`src/rtl/multdiv_pkg.sv`:
```
// multdiv_pkg: shared constants, state and Booth encodings for the multiply/divide unit
package multdiv_pkg;
  localparam int WIDTH = 32;
  localparam int ITER = 32;
  typedef enum logic [2:0] {
    IDLE = 3'd0,
    MULT = 3'd1,
    DIV  = 3'd2,
    DFIX = 3'd3,
    DONE = 3'd4
  } state_e;
  typedef enum logic [1:0] {
    NOP = 2'd0,
    ADD = 2'd1,
    SUB = 2'd2
  } booth_e;
  function automatic booth_e booth_sel(input logic q0, input logic qm1);
    return (q0 == qm1) ? NOP : (q0 ? SUB : ADD);
  endfunction
endpackage

```
`src/rtl/multdiv_if.sv`:
```
// multdiv_if: operand/start/result bundle between the execute stage and the multiply/divide unit
interface multdiv_if;
  import multdiv_pkg::*;
  logic [WIDTH-1:0] data_operandA;
  logic [WIDTH-1:0] data_operandB;
  logic             ctrl_MULT;
  logic             ctrl_DIV;
  logic [WIDTH-1:0] data_result;
  logic             data_exception;
  logic             data_resultRDY;
  logic             busy;
  modport master (
    output data_operandA, data_operandB, ctrl_MULT, ctrl_DIV,
    input  data_result, data_exception, data_resultRDY, busy
  );
  modport slave (
    input  data_operandA, data_operandB, ctrl_MULT, ctrl_DIV,
    output data_result, data_exception, data_resultRDY, busy
  );
endinterface

```
`src/rtl/mdu_addsub.sv`:
```
// mdu_addsub: single add/subtract shared by every multiply and divide step
module mdu_addsub #(
  parameter int W = 33
) (
  input  logic [W-1:0] a,
  input  logic [W-1:0] b,
  input  logic         sub,
  output logic [W-1:0] y
);
  assign y = a + (b ^ {W{sub}}) + {{(W-1){1'b0}}, sub};
endmodule

```
`src/rtl/multdiv_unit.sv`:
```
// multdiv_unit: iterative signed multiplier (radix-2 Booth) and divider (non-restoring)
module multdiv_unit #(
  parameter int WIDTH = 32,
  parameter int CNT_W = 6
) (
  input logic      clock,
  input logic      reset,
  multdiv_if.slave bus
);
  import multdiv_pkg::*;
  state_e             state_q, state_d;
  booth_e             sel;
  logic [CNT_W-1:0]   cnt_q, cnt_d;
  logic [WIDTH:0]     acc_q, acc_d, m_q, m_d, add_a, add_b, sum;
  logic [WIDTH-1:0]   q_q, q_d, res_q, res_d, mag_a, mag_b;
  logic [2*WIDTH-1:0] prod;
  logic qm1_q, qm1_d, div_q, div_d, neg_q, neg_d, dz_q, dz_d, dov_q, dov_d;
  logic exc_q, exc_d, rdy_q, rdy_d, add_sub, start;
  assign start = bus.ctrl_MULT | bus.ctrl_DIV;
  assign sel   = booth_sel(q_q[0], qm1_q);
  assign prod  = {acc_q[WIDTH-1:0], q_q};
  assign mag_a = bus.data_operandA[WIDTH-1] ? -bus.data_operandA : bus.data_operandA;
  assign mag_b = bus.data_operandB[WIDTH-1] ? -bus.data_operandB : bus.data_operandB;
  mdu_addsub #(.W(WIDTH + 1)) u_addsub (
    .a  (add_a),
    .b  (add_b),
    .sub(add_sub),
    .y  (sum)
  );
  // route the shared adder: Booth step, division step, remainder restore, quotient negation
  always_comb begin
    add_a   = acc_q;
    add_b   = '0;
    add_sub = 1'b0;
    if (state_q == MULT) begin
      add_b   = (sel == NOP) ? '0 : m_q;
      add_sub = sel == SUB;
    end else if (state_q == DIV) begin
      add_a   = {acc_q[WIDTH-1:0], q_q[WIDTH-1]};
      add_b   = m_q;
      add_sub = ~acc_q[WIDTH];
    end else if (state_q == DFIX) begin
      add_b = acc_q[WIDTH] ? m_q : '0;
    end else if (state_q == DONE) begin
      add_a   = '0;
      add_b   = {1'b0, q_q};
      add_sub = 1'b1;
    end
  end
  // next state, iteration datapath, completion and (re)start
  always_comb begin
    state_d = state_q;
    cnt_d   = cnt_q;
    acc_d   = acc_q;
    q_d     = q_q;
    qm1_d   = qm1_q;
    m_d     = m_q;
    div_d   = div_q;
    neg_d   = neg_q;
    dz_d    = dz_q;
    dov_d   = dov_q;
    res_d   = res_q;
    exc_d   = exc_q;
    rdy_d   = 1'b0;
    case (state_q)
      MULT: begin
        acc_d   = {sum[WIDTH], sum[WIDTH:1]};
        q_d     = {sum[0], q_q[WIDTH-1:1]};
        qm1_d   = q_q[0];
        cnt_d   = cnt_q + 1'b1;
        state_d = (cnt_q == CNT_W'(ITER - 1)) ? DONE : MULT;
      end
      DIV: begin
        acc_d   = sum;
        q_d     = {q_q[WIDTH-2:0], ~sum[WIDTH]};
        cnt_d   = cnt_q + 1'b1;
        state_d = (cnt_q == CNT_W'(ITER - 1)) ? DFIX : DIV;
      end
      DFIX: begin
        acc_d   = sum;
        state_d = DONE;
      end
      DONE: begin
        rdy_d   = 1'b1;
        cnt_d   = '0;
        state_d = IDLE;
        res_d   = div_q ? (dz_q ? '0 : (neg_q ? sum[WIDTH-1:0] : q_q)) : prod[WIDTH-1:0];
        exc_d   = div_q ? (dz_q | dov_q)
                        : !((&prod[2*WIDTH-1:WIDTH-1]) || !(|prod[2*WIDTH-1:WIDTH-1]));
      end
      default: ;
    endcase
    if (start) begin
      state_d = bus.ctrl_MULT ? MULT : DIV;
      div_d   = ~bus.ctrl_MULT;
      cnt_d   = '0;
      acc_d   = '0;
      qm1_d   = 1'b0;
      q_d     = bus.ctrl_MULT ? bus.data_operandB : mag_a;
      m_d     = bus.ctrl_MULT ? {bus.data_operandA[WIDTH-1], bus.data_operandA} : {1'b0, mag_b};
      neg_d   = bus.data_operandA[WIDTH-1] ^ bus.data_operandB[WIDTH-1];
      dz_d    = bus.data_operandB == '0;
      dov_d   = (bus.data_operandA == {1'b1, {(WIDTH-1){1'b0}}}) && (&bus.data_operandB);
    end
  end
  // state and datapath registers; reset discards any operation in flight
  always_ff @(posedge clock) begin
    if (reset) begin
      state_q <= IDLE;
      cnt_q   <= '0;
      acc_q   <= '0;
      q_q     <= '0;
      qm1_q   <= 1'b0;
      m_q     <= '0;
      div_q   <= 1'b0;
      neg_q   <= 1'b0;
      dz_q    <= 1'b0;
      dov_q   <= 1'b0;
      res_q   <= '0;
      exc_q   <= 1'b0;
      rdy_q   <= 1'b0;
    end else begin
      state_q <= state_d;
      cnt_q   <= cnt_d;
      acc_q   <= acc_d;
      q_q     <= q_d;
      qm1_q   <= qm1_d;
      m_q     <= m_d;
      div_q   <= div_d;
      neg_q   <= neg_d;
      dz_q    <= dz_d;
      dov_q   <= dov_d;
      res_q   <= res_d;
      exc_q   <= exc_d;
      rdy_q   <= rdy_d;
    end
  end
  assign bus.data_result    = res_q;
  assign bus.data_exception = exc_q;
  assign bus.data_resultRDY = rdy_q;
  assign bus.busy           = (state_q != IDLE) || rdy_q;
endmodule

```
`src/flat_wrapper.sv`:
```
// flat-port wrapper written by rule: the top's interface ports become plain ports
module multdiv_unit_flat import multdiv_pkg::*;
#(
  parameter int WIDTH = 32,
  parameter int CNT_W = 6
)
  (clock, reset, bus_data_operandA, bus_data_operandB, bus_ctrl_MULT, bus_ctrl_DIV, bus_data_result, bus_data_exception, bus_data_resultRDY, bus_busy);
  multdiv_if bus_i ();
  input logic clock;
  input logic reset;
  input wire logic [$bits(bus_i.data_operandA)-1:0] bus_data_operandA;
  input wire logic [$bits(bus_i.data_operandB)-1:0] bus_data_operandB;
  input wire logic [$bits(bus_i.ctrl_MULT)-1:0] bus_ctrl_MULT;
  input wire logic [$bits(bus_i.ctrl_DIV)-1:0] bus_ctrl_DIV;
  output wire logic [$bits(bus_i.data_result)-1:0] bus_data_result;
  output wire logic [$bits(bus_i.data_exception)-1:0] bus_data_exception;
  output wire logic [$bits(bus_i.data_resultRDY)-1:0] bus_data_resultRDY;
  output wire logic [$bits(bus_i.busy)-1:0] bus_busy;
  assign bus_i.data_operandA = bus_data_operandA;
  assign bus_i.data_operandB = bus_data_operandB;
  assign bus_i.ctrl_MULT = bus_ctrl_MULT;
  assign bus_i.ctrl_DIV = bus_ctrl_DIV;
  assign bus_data_result = bus_i.data_result;
  assign bus_data_exception = bus_i.data_exception;
  assign bus_data_resultRDY = bus_i.data_resultRDY;
  assign bus_busy = bus_i.busy;
  multdiv_unit #(.WIDTH(WIDTH), .CNT_W(CNT_W)) u_core (.clock(clock), .reset(reset), .bus(bus_i));
endmodule
```
`config.mk`:
```
export PLATFORM = sky130hd
export DESIGN_NAME = multdiv_unit_flat
export DESIGN_NICKNAME = d
export VERILOG_FILES = /design/src/rtl/multdiv_pkg.sv /design/src/rtl/multdiv_if.sv /design/src/rtl/mdu_addsub.sv /design/src/rtl/multdiv_unit.sv /design/src/flat_wrapper.sv
export SDC_FILE = /design/constraint.sdc
export NUM_CORES = 1
export LEC_CHECK = 0
export CAP_MARGIN = 20
export CORE_MARGIN = 8
export CORE_UTILIZATION = 40
export DETAILED_ROUTE_END_ITERATION = 8
export GPL_ROUTABILITY_DRIVEN = 0
export PLACE_DENSITY = 0.67
export SYNTH_ARGS = -nofsm -noshare
export SYNTH_HDL_FRONTEND = slang
export SYNTH_SLANG_ARGS = --single-unit
```
`constraint.sdc`:
```
create_clock -name clock -period 3.7 [get_ports clock]
set_input_delay 0.74 -clock clock [delete_from_list [all_inputs] [get_ports clock]]
set_output_delay 0.74 -clock clock [all_outputs]
set_load 0.01 [all_outputs]
```
==> reports/metrics.cfg <==
[floorplanning]
core_area_sq_um = 27900
initial_core_util_pct = 40.7
chipHeight_um = 184
io_pins = 103
num_rows = 61
die_area_sq_um = 34000
die_w_um = 184

[final_layout]
synthToLayoutAreaGrowth_pct = 41.8
antenna_cells = 0
fin_nets = 1891
layout_common_cells = buf_4, nor2_1, dfxtp_1, a21oi_1, a211oi_1
drive_above_1_share_pct = 24.7
design_area_sq_um = 16100
stdcell_count = 2175
mostFrequentLayoutCell = buf_4

[synth]
synth_edf_count = 0
seq_area_frac_synth_pct = 25.8
synth_adder_area_share_pct = 4.15
synth_top_area_share_pct = 25.8
syn-cell-area_sq_um = 11300
synthXorXnorAreaFrac_pct = 9.71
synth_top_family_by_area = compound AO/OA/AOI/OAI gates
synth_compound_area_share_pct = 32.4
async_flop_share_pct = 0
synth_fp_nets = 1614
synth_area_per_cell_sq_um = 7.51
yosys_register_bits = 146
synth_mux_area_share_pct = 1.88
yosysWarningCount = 0
syn_inst = 1509
yosys.area.top_type = dfxtp_1
synthFlopType = dfxtp_1
synth.area.top_cells = dfxtp_1, a211oi_1, nor2_1
synth_simple_gate_area_share_pct = 21.5
yosysUniqueCellTypes = 70

[pwr]
p_int_w = 0.00325
p_per_area_nw_per_um2 = 304
power_leakage_nw = 6.20
combPwrFrac_pct = 31.2
seq_power_share_pct = 35.7
pwr-share-clk_pct = 33.0
swShare_pct = 33.5
irDropWorstVdd_mv = 0.344
p_switching_w = 0.00164

[setup_path]
startpoint_type = flop
worst_setup_path_end_kind = flop
crit_path_max_fanout = 7
cp_data_arrival_time_ps = 4180
required_ps = 4050
worstSetupPathType = reg -> reg

[sta]
setup_ws_ps = -130
setup-violations-final = 18
period_needed_ps = 3830
drv_slew = 0
hold_viol = 0
rsz0062_at_grt = true
fin_crit_sh_pct = 104
worstMarginPinSlew_ps = 1050
skew_ps = 9.69
max_freq_ghz = 0.261
max_slew_margin_pct = 29.6

[global_route]
grt_max_degree = 108
antenna_found_initial = 0
grt_pass1_wl_mm = 70.4
grt_pass1_vias = 12700
grt_remaining_overflow = 0
grt.total_usage_pct = 25.7

[clock_tree]
numClockSinks = 146
cts_root_buffer = clkbuf_16
clockBufferDepth = 2
clkLatencyLatePin_ps = 430
cts_tree = built
clkTransAtPathRegs_ps = 60
cts_max_level = 4
cts-buffers-inserted = 17

[placed_design]
dpl_cell_area_sq_um = 14300
portBuffers = 102
dp_cells = 2110
hpwl_mm = 32.9

[status]
violations = negative setup slack
status = finished with violations

[flow_run]
maxCapViolCount = 0

[drt]
drtPass1Iterations = 6
drc_errors = 0
antenna_left = 0
wl_per_cell_um = 20.9
drt_first_iter_violations = 1596
vias = 13400
via_per_inst = 6.16
wirelength_mm = 45.5

[min_path]
hp-class = reg -> reg

==> cell usage after synthesis (all sizes together) (34+ instances only) <==
master	count
ha	36
a22oi	34
nor3	43
nor2	194
xnor2	60
a211oi	112
o21ai	76
xor2	63
a21oi	126
clkbuf	99
dfxtp	146
nand2	89
==> repair_timing <==
action,CTS,global route
hold endpoints to repair,0,0
gates cloned,1,1
hold buffers,0,0
gates resized for setup,103,77
setup endpoints to repair,37,48
setup buffers,23,16
pin swaps,61,64
==> critical path, stage by stage (launching register included) <==
cell	delay [ps]
dfxtp_4	360
buf_6	130
nor3b_4	320
buf_4	180
a311oi_4	40
buf_12	160
buf_4	140
xnor2_1	140
ha_1	350
buf_4	150
nand2_1	70
a21oi_2	200
a41oi_2	150
or3_1	360
a31o_4	260
buf_4	150
o221ai_4	210
xnor2_4	130
a221oi_2	250
==> sequential cells by signal, summed over array words and instances, names as in the netlist <==
register / count
u_core.acc_q: 33
u_core.m_q: 33
u_core.bus.data_result: 32
u_core.q_q: 32
u_core.cnt_q: 6
u_core.state_q: 3
u_core.bus.data_exception: 1
u_core.bus.data_resultRDY: 1
u_core.div_q: 1
u_core.dov_q: 1
u_core.dz_q: 1
u_core.neg_q: 1
u_core.qm1_q: 1
==> path summary, 6_finish.rpt <==
path / from / endpoint / slack (ps) / depth (start not counted)
worst min-delay path: u_core.bus.data_exception / u_core.bus.data_exception / 460 / 2
worst max-delay path: u_core.state_q[0] / u_core.acc_q[31] / -130 / 18
worst max register to register: u_core.state_q[0] / u_core.acc_q[31] / -130 / 18
worst min register to register: u_core.bus.data_exception / u_core.bus.data_exception / 460 / 2
==> layer usage <==
layer / wire (um) / global-route usage (%) / share of wire [%] / vias to the layer above
met5: 0 / 0 / 0 / -
met4: 1610 / 10.3 / 3.5 / 0
met3: 3270 / 3.74 / 7.2 / 110
met2: 21100 / 41.5 / 46 / 654
met1: 19500 / 34.1 / 43 / 6408
li1: - / - / - / 6217
==> per-stage QoR <==
stage / hold WS [ps] / TNS [ps] / util, % / total power (W) / setup slack, ps
floorplan: 425 / 0 / - / 0.00246 / 23.8
global placement: 448 / -5860 / 51.4 / 0.00307 / -312
detailed placement: 448 / -7170 / 51.4 / 0.00308 / -381
CTS: 455 / -221 / 55.7 / 0.00474 / -37.5
global route: 486 / -6660 / 57.7 / 0.00505 / -282
finish: 458 / -896 / 57.7 / 0.00488 / -130
==> final cells by class <==
class | instances | area [sq um]
fill | 2430 | 11800
inverter | 21 | 78.8
clock buffer | 19 | 433
clock inverter | 11 | 92.6
timing repair buffer | 372 | 3260
multi-input combinational | 1228 | 8800
tap | 378 | 473
sequential | 146 | 2930
==> cell families after synthesis <==
| group | Yosys count |
|---|---|
| buffers and inverters | 135 |
| and+or+nand+nor | 504 |
| AOI/OAI and AO/OA | 542 |
| muxes | 21 |
| xor gates and xnor gates | 124 |
| adders and majority gates | 37 |
| DFF | 146 |
==> power groups by stage <==
stage,sequential [W],clock [W],combinational [W]
3_5_place_dp,0.00177,0,0.00131
5_1_grt,0.00175,0.00168,0.00162
6_report,0.00174,0.00161,0.00152
3_3_place_gp,0.00177,0,0.00130
4_1_cts,0.00173,0.00160,0.00140
2_1_floorplan,0.00173,0,0.000727
Note: power is estimated with default switching activity, not from simulation.
